==> config.mk <==
export PLATFORM = sky130hd
export DESIGN_NAME = onecold_decoder_seq
export DESIGN_NICKNAME = d
export VERILOG_FILES = /design/src/rtl/onecold_decoder_seq.sv
export SDC_FILE = /design/constraint.sdc
export NUM_CORES = 1
export LEC_CHECK = 0
export ABC_AREA = 1
export BUFFER_PORTS_ARGS = -buffer_cell sky130_fd_sc_hd__clkbuf_2
export CORE_ASPECT_RATIO = 1.1
export CORE_MARGIN = 10
export CORE_UTILIZATION = 58
export DETAILED_ROUTE_END_ITERATION = 6
export PLACE_DENSITY = 0.92
export RECOVER_POWER = 50
export SYNTH_ARGS = -nofsm -noshare
export SYNTH_HDL_FRONTEND = slang
export SYNTH_SLANG_ARGS = --single-unit
==> constraint.sdc <==
create_clock -name clk -period 3.66 [get_ports clk]
set_input_delay 0.732 -clock clk [delete_from_list [all_inputs] [get_ports clk]]
set_output_delay 0.732 -clock clk [all_outputs]
set_load 0.05 [all_outputs]
==> src/rtl/onecold_decoder_seq.sv <==
// One-cold select decoder with hold and break-before-make gap.
// Accepts an index over valid/ready. Drives the matching active-low select
// line for HOLD_CYCLES cycles. Then holds all lines high for GAP_CYCLES cycles
// before it accepts the next index.
// Optional: ONECOLD_DEC_ROUNDTRIP_CHECK_EN re-encodes sel_n during DRIVE and
// raises a sticky err on mismatch.
module onecold_decoder_seq #(
    parameter int IDX_W       = 2,
    parameter int HOLD_CYCLES = 1,
    parameter int GAP_CYCLES  = 1,
    localparam int SEL_W      = 2 ** IDX_W
) (
    input  logic             clk,
    input  logic             rst,
    input  logic             in_valid,
    input  logic [IDX_W-1:0] in_idx,
    output logic             in_ready,
    output logic [SEL_W-1:0] sel_n,
    output logic             busy,
    output logic             done,
    output logic             err
);

    typedef enum logic [1:0] {IDLE, DRIVE, GAP} state_t;

    localparam logic [7:0] HOLD_LD = 8'(HOLD_CYCLES - 1);
    localparam logic [7:0] GAP_LD  = 8'((GAP_CYCLES > 0) ? GAP_CYCLES - 1 : 0);

    state_t           state_q, state_d;
    logic [7:0]       cnt_q, cnt_d;
    logic [SEL_W-1:0] sel_q, sel_d;
    logic             done_q, done_d;
    logic [SEL_W-1:0] dec_pat;

    assign in_ready = (state_q == IDLE);
    assign busy     = (state_q != IDLE);
    assign sel_n    = sel_q;
    assign done     = done_q;

    // Decode the index MSB-first: index 0 clears the top bit of sel_n.
    always_comb begin
        dec_pat = '1;
        for (int i = 0; i < SEL_W; i++) begin
            dec_pat[i] = (in_idx != IDX_W'(SEL_W - 1 - i));
        end
    end

    // Next-state logic. sel_n and done are registered, so they are computed here.
    always_comb begin
        state_d = state_q;
        cnt_d   = cnt_q;
        sel_d   = sel_q;
        done_d  = 1'b0;
        case (state_q)
            IDLE: begin
                sel_d = '1;
                if (in_valid) begin
                    sel_d   = dec_pat;
                    cnt_d   = HOLD_LD;
                    state_d = DRIVE;
                end
            end
            DRIVE: begin
                if (cnt_q == 8'd0) begin
                    sel_d = '1;
                    if (GAP_CYCLES == 0) begin
                        state_d = IDLE;
                        done_d  = 1'b1;
                    end else begin
                        cnt_d   = GAP_LD;
                        state_d = GAP;
                    end
                end else begin
                    cnt_d = cnt_q - 8'd1;
                end
            end
            GAP: begin
                sel_d = '1;
                if (cnt_q == 8'd0) begin
                    state_d = IDLE;
                    done_d  = 1'b1;
                end else begin
                    cnt_d = cnt_q - 8'd1;
                end
            end
            default: begin
                state_d = IDLE;
                sel_d   = '1;
                cnt_d   = 8'd0;
            end
        endcase
    end

    // State, counter and registered outputs. Reset drops any transfer in flight.
    always_ff @(posedge clk or posedge rst) begin
        if (rst) begin
            state_q <= IDLE;
            cnt_q   <= 8'd0;
            sel_q   <= '1;
            done_q  <= 1'b0;
        end else begin
            state_q <= state_d;
            cnt_q   <= cnt_d;
            sel_q   <= sel_d;
            done_q  <= done_d;
        end
    end

`ifdef ONECOLD_DEC_ROUNDTRIP_CHECK_EN
    logic [IDX_W-1:0] idx_q, idx_d;
    logic [IDX_W-1:0] enc_idx;
    logic             enc_ok;
    logic             err_q, err_d;
    int               zeros;

    // Re-encode the driven pattern. The pattern is valid only when exactly one bit is low.
    always_comb begin
        zeros   = 0;
        enc_idx = '0;
        for (int i = 0; i < SEL_W; i++) begin
            if (!sel_q[i]) begin
                zeros   = zeros + 1;
                enc_idx = IDX_W'(SEL_W - 1 - i);
            end
        end
        enc_ok = (zeros == 1);
    end

    // Capture the accepted index. Latch err when a DRIVE cycle disagrees with it.
    always_comb begin
        idx_d = idx_q;
        if (state_q == IDLE && in_valid) idx_d = in_idx;
        err_d = err_q;
        if (state_q == DRIVE && (!enc_ok || enc_idx != idx_q)) err_d = 1'b1;
    end

    // Registered index copy and sticky error flag; only reset clears err.
    always_ff @(posedge clk or posedge rst) begin
        if (rst) begin
            idx_q <= '0;
            err_q <= 1'b0;
        end else begin
            idx_q <= idx_d;
            err_q <= err_d;
        end
    end

    assign err = err_q;
`else
    assign err = 1'b0;
`endif

endmodule

# --- Word-level counts from Yosys, hierarchy flattened ---
# Cells that the tools add are included.
word_totals:
  ff_bits: 15
  inputBits: 5
  out_inout_bits: 8
  wordCells: 33
op_classes:
  add_sub_neg: 1
  eq_ne: 9
  muxes: 13
  reduce_logical: 6
ops:
  columns: ["cell", "count"]
  rows:
  - ["8-bit two-way mux", 3]
  - ["8-bit case mux with 3 select lines", 1]
  - ["2-bit inequality test, second input constant", 6]
  - ["8-bit zero test", 1]
  - ["4-bit two-way mux", 2]
  - ["4-bit case mux with 2 select lines", 1]
  - ["8-bit by 1-bit subtractor with 8-bit output, second input constant", 1]
  - ["2-bit two-way mux", 3]
  - ["2-bit case mux with 3 select lines", 1]
  - ["2-bit nonzero test", 2]
  - ["3-bit AND reduction", 1]
  - ["2-bit by 1-bit == test with 1-bit output, second input constant", 1]
  - ["2-bit == test, second input constant", 1]
  - ["2-bit zero test", 1]
  - ["1-bit two-way mux", 2]
  - ["2-bit by 1-bit inequality test with 1-bit output, second input constant", 1]
  - ["2-bit AND reduction", 1]

# --- Longest topological paths before layout ---
# Gate-level depths: netlist of the first run.
logic_depth:
  depth_word: 3
  ltp_mapped: 10
  ltp_nobuf: 10

# --- Worst setup path before layout of the first run ---
# Ideal clock, no wire load.
synth_path:
  path_kind: "reg2out"
  startpoint: "register state_q[0]"
  endpoint: "output port busy"
  arrival_time_ps: 1312
  slack_ps: 1616
  path_stages_with_launch: 4
  path_buffers: 0
  path_cell_list: "dfrtp_1 > inv_1 > ha_1 > inv_1"
synth_between:
  elab_chain_cells: 1
synth_rtl:
  columns: ["element", "line_no", "source"]
  rows:
  - ["start, declared", "29", "state_t state_q, state_d;"]
  - ["start signal, assigned", "102", "state_q <= state_d;"]
  - ["2-bit nonzero test", "36", "assign busy = (state_q != IDLE);"]
  - ["end, declared", "19", "output logic busy,"]
# Every way passes these cells.

# --- Worst setup path in the final report of the first run ---
# Same ends and word-level chain as after synthesis.

==> metrics.csv, run 1 <==
metric;value;unit
Mapped Area;911;um2
Pwr Density;925;mW/mm2
Post-synth EDFFs;0;
Reg power frac;0.284;
period utilization;0.565;
post-synthesis sequential area ratio;0.418;
Clock power frac;0.107;
clock skew;0.00636;ns
Yosys warnings;0;
VDD IR max;497;uV
vias in the first global route;782;
initial antenna violation count;0;
GRT Total Usage;0.113;
Max Cap Viol;0;
first-pass GRT wire length;3200;um
crit-path max FO;3;
Net Switching;0.475;mW
Synth top area share;0.302;
Avg Synthesized Cell Area;8.28;um2
Final TNS setup;0;ns
# DRC;0;
Setup Viol. Count Final;0;
Slew HR;0.481;
CTS sink cnt;15;
DRT Pass-1 Iters;4;
layout cells sized above 1;0.210;
CP startpoint kind;flop;
Final #Nets;135;
Finished Core Util;0.693;
RSZ-0062 raised after global routing;false;
Synth Flop Type;dfrtp_1;
routed vias;718;
input/output buffers;11;
CTS H-Tree Depth;1;
Routed WL;1780;um
TritonCTS clock tree;built;
Core Area;0.00142;mm2
Pleak;0.531;nW
TritonCTS buffer count;3;
post-CTS setup buffer count;0;
die width;57.8;um
CP required;2.93;ns
Crit Path Class;reg -> out;
ys async rst share;1.00;
maximum number of pins on one net before global-route repair;16;
Die Area;0.00356;mm2
clk_lat worst skew;0.29;ns
Starting Density;0.642;
GPL Wtd Cong;0.812;
cell taking the most area after synthesis;dfrtp_1;
final hold vios;0;
Area contributors post-synth;dfrtp_1, nand2_1, dfstp_2, inv_1, ha_1;
CP arrival;1.34;ns
drt wl/cell;12.7;um
Slew Viols, Final;0;
area delta synth->final;7.97;%
PostCTS Resize Cnt;0;
Initial DRC Count;15;
hold_buf cts;0;
Min-Delay Path Class;in -> async;
clock tree buffer depth;2;
Die Span Y;61.6;um
top achievable clock speed;484;MHz
count leader, synth;nand2_1;
Post-Syn Nets;120;
Synth Register Bits;15;
Syn Inst Count;110;
# IOs;13;
Tightest Pin Transition;0.771;ns
Critical Path End Type;output port;
Yosys cell types;24;
vias per inst;5.13;
post-DP HPWL;1440;um
Root Buffer;clkbuf_4;
GRT overflow;0;
Core Rows;14;
status;finished, final reports clean;
Commonest cells post-synth;nand2_1, inv_1, dfrtp_1, nor2_1, o21ai_1;
crit path time final;2.07;ns
CTS clk-pin slew, worst paths;0.09;ns
combinational power share;0.608;
Final ANT Viol Nets;0;
n_diodes;0;
Int Power;0.435;mW
Net Sw Frac;0.522;
-- flip-flops by register name, indices dropped and copies added (netlist names) --
signal	cells
cnt_q	8
state_q	2
done	1
sel_n	4
-- power by group through the flow --
stage	Combinational (mW)	Sequential (mW)	Clock (mW)
final	0.553	0.259	0.0976
after global placement	0.559	0.259	0
after global routing	0.631	0.264	0.104
after CTS	0.583	0.260	0.0985
after floorplan	0.425	0.312	0
after detailed placement	0.580	0.263	0
-- cell usage in the layout, fill, tap and decap left out, drive strengths merged --
master and instances:
nor2 12, and2 1, dfstp 4, xor2 2, dfrtp 11, nor3 2, nor3b 1, nand2 31
inv 18, xnor2 2, o21ai 13, nand4 1, a31oi 2, clkbuf 14, ha 5, clkinv 1
nand3 3, conb 1
-- worst max-delay path, stage by stage (launching register included) --
cell      delay (ns)
dfrtp_1         0.38
inv_1           0.07
ha_1            0.22
inv_1           0.09
clkbuf_2        0.28
-- per-layer routing --
layer,GRT usage,up-vias,routed length (um)
met5,0,-,0
met4,0.0738,0,49
met3,0.0267,5,85
met2,0.198,14,871
met1,0.119,332,769
li1,-,367,-
-- area by class of cell --
cell class              count  area [um2]
well taps                  16        20.0
multi-input cells          76         433
repair buffers             11        55.1
flip-flops and latches     15         380
fillers                   120         435
clock buffers               3        22.5
inverters                  18        67.6
clock inverters             1        5.00
-- stage by stage --
stage                     hold WS [ns]  total power, mW  instances  setup slack (ns)  instance area, um2
final                            0.443            0.910        140              1.59                 983
after global routing             0.493            0.998        140              1.48                 983
after CTS                        0.467            0.941        140              1.57                1010
after detailed placement         0.472            0.844        136              1.89                 978
after global placement           0.467            0.818        136              1.96                 978
after floorplan                  0.446            0.737        110              1.62                 911
-- worst paths after layout --
check | start | end | slack (ns) | depth (start not counted)
worst max-delay path | state_q[0] | busy | 1.59 | 4
worst min-delay path | rst | cnt_q[0] | 0.44 | 2
worst max register to register | cnt_q[0] | cnt_q[3] | 1.86 | 9
worst min register to register | cnt_q[0] | cnt_q[0] | 0.49 | 1
max in group asynchronous | rst | sel_n[1] | 2.85 | 2
min in group clk | cnt_q[0] | cnt_q[0] | 0.49 | 1
-- cells by family after synthesis --
| logic type | synth area share |
|---|---|
| other | 0.00412 |
| AO/OA/AOI/OAI | 0.0975 |
| AND/OR/NAND/NOR | 0.291 |
| adder cells (fa/ha/maj) | 0.0687 |
| XOR/XNOR | 0.0385 |
| buffers and inverters | 0.0824 |
| flip-flops | 0.418 |
No activity file was read; power rests on OpenSTA's default activity.
==> run 2, diff against run 1 <==
- CORE_UTILIZATION: 58 -> 54
- PLACE_DENSITY: 0.92 -> 0.87
- clock period: 3.66 -> 2 ns (I/O delays scaled with it)
==> metrics.csv, run 2 (synthesis results as in run 1) <==
metric;value;unit
clock skew;0.00225;ns
GRT overflow;0;
FF-to-FF path depth;8;
n_diodes;0;
period utilization;0.874;
maximum number of pins on one net before global-route repair;16;
Setup Viol. Count Final;0;
initial antenna violation count;0;
Reg power frac;0.281;
multi-input logic area;444;um2
RSZ-0062 raised after global routing;false;
final hold vios;0;
Die Area;0.00373;mm2
Initial DRC Count;13;
# DRC;0;
input/output buffers;11;
CP required;1.60;ns
final hold slack;0.136;ns
area delta synth->final;9.07;%
Starting Density;0.578;
Tightest Pin Transition;0.611;ns
Reg with most FFs;cnt_q;
Critical Path Max Stage Delay;0.39;ns
CP dominant cell by count;inv_1;
PostCTS Resize Cnt;0;
Max Cap Viol;0;
CP arrival;1.35;ns
TritonCTS buffer count;3;
vias in the first global route;733;
Slew HR;0.594;
post-CTS setup buffer count;0;
commonest non-fill, non-tap cell in the layout;nand2_1;
Pleak;0.526;nW
Routed WL;1750;um
status;finished, final reports clean;
# IOs;13;
hold_buf cts;0;
VDD IR max;840;uV
CTS sink cnt;15;
Critical Path End Type;output port;
worst r2r src;cnt_q[0];
max reg flops;8;
combinational power share;0.617;
vias per inst;5.06;
RR Endpoint;state_q[0];
GPL Wtd Cong;0.904;
most frequent cells in the layout;nand2_1, inv_1, nor2_1, dfrtp_1, clkbuf_2;
Die Span Y;63.1;um
slowest cell on the critical path;dfrtp_1;
Net Sw Frac;0.523;
layout cells sized above 1;0.202;
first-pass GRT wire length;3110;um
Min-Delay Path Class;in -> async;
GRT Total Usage;0.104;
cells along the critical path;inv_1 -> ha_1 -> inv_1 -> clkbuf_2;
Root Buffer;clkbuf_4;
CTS clk-pin slew, worst paths;0.09;ns
Core Rows;15;
clock tree buffer depth;2;
die width;59.2;um
Final #Nets;135;
Slew Viols, Final;0;
CP startpoint kind;flop;
CP Capture Point;busy;
Fillers;141;
crit path from;state_q[0];
post-DP HPWL;1420;um
crit path time final;1.75;ns
Net Switching;0.885;mW
TritonCTS clock tree;built;
top achievable clock speed;572;MHz
drt wl/cell;12.4;um
routed vias;714;
clk_lat worst skew;0.29;ns
Clock power frac;0.103;
Int Power;0.807;mW
Core Area;0.00158;mm2
crit-path max FO;3;
Pwr Density;1700;mW/mm2
CTS H-Tree Depth;1;
Final ANT Viol Nets;0;
flop2flop setup slack;0.26;ns
DRT Pass-1 Iters;4;
Crit Path Class;reg -> out;
Storage cell area;380;um2
Final TNS setup;0;ns
## run 2: worst min-delay path by stage
| stage | startpoint | end | cells after the start |
|---|---|---|---|
| global placement | rst | cnt_q[6] | 2 |
| detailed placement | rst | cnt_q[6] | 2 |
| global route | rst | state_q[0] | 2 |
| finish | rst | cnt_q[5] | 2 |
| floorplan | rst | cnt_q[0] | 1 |
| CTS | rst | cnt_q[6] | 2 |
## run 2: cell type report
| type | count | share of cell area |
|---|---|---|
| Sequential cell | 15 | 0.383 |
| Timing Repair Buffer | 11 | 0.0542 |
| Multi-Input combinational cell | 76 | 0.447 |
| Inverter | 18 | 0.0680 |
| Tap cell | 17 | 0.0214 |
| Clock buffer | 4 | 0.0264 |
## run 2: stage by stage
stage / total power, mW / cell area (um2) / cells / utilization / setup WS, ns
6_report: 1.69 / 993 / 141 / 0.630 / 0.251
5_1_grt: 1.86 / 993 / 141 / 0.630 / 0.124
4_1_cts: 1.73 / 1010 / 141 / 0.638 / 0.241
3_5_place_dp: 1.55 / 980 / 137 / 0.621 / 0.496
3_3_place_gp: 1.50 / 980 / 137 / 0.621 / 0.584
2_1_floorplan: 1.35 / 911 / 110 / - / 0.0588
## run 2: critical path, delay by kind of cell (launching register included)
kind	cells	cell delay [ns]
buffers and inverters	3	0.46
flip-flops	1	0.39
adder cells (fa/ha/maj)	1	0.22
## run 2: layer usage
layer | routed length [um] | track usage | share of wire | vias to the layer above
met4 | 42 | 0.0603 | 0.024 | 0
met3 | 135 | 0.0341 | 0.077 | 5
met5 | 0 | 0 | 0 | -
met1 | 721 | 0.109 | 0.41 | 326
li1 | - | - | - | 367
met2 | 854 | 0.172 | 0.49 | 16
## run 2: power groups by stage
| stage | logic (mW) | registers, mW | clock network, mW |
|---|---|---|---|
| floorplan | 0.778 | 0.571 | 0 |
| global placement | 1.02 | 0.478 | 0 |
| detailed placement | 1.06 | 0.483 | 0 |
| CTS | 1.07 | 0.477 | 0.180 |
| global route | 1.18 | 0.490 | 0.195 |
| finish | 1.04 | 0.475 | 0.174 |
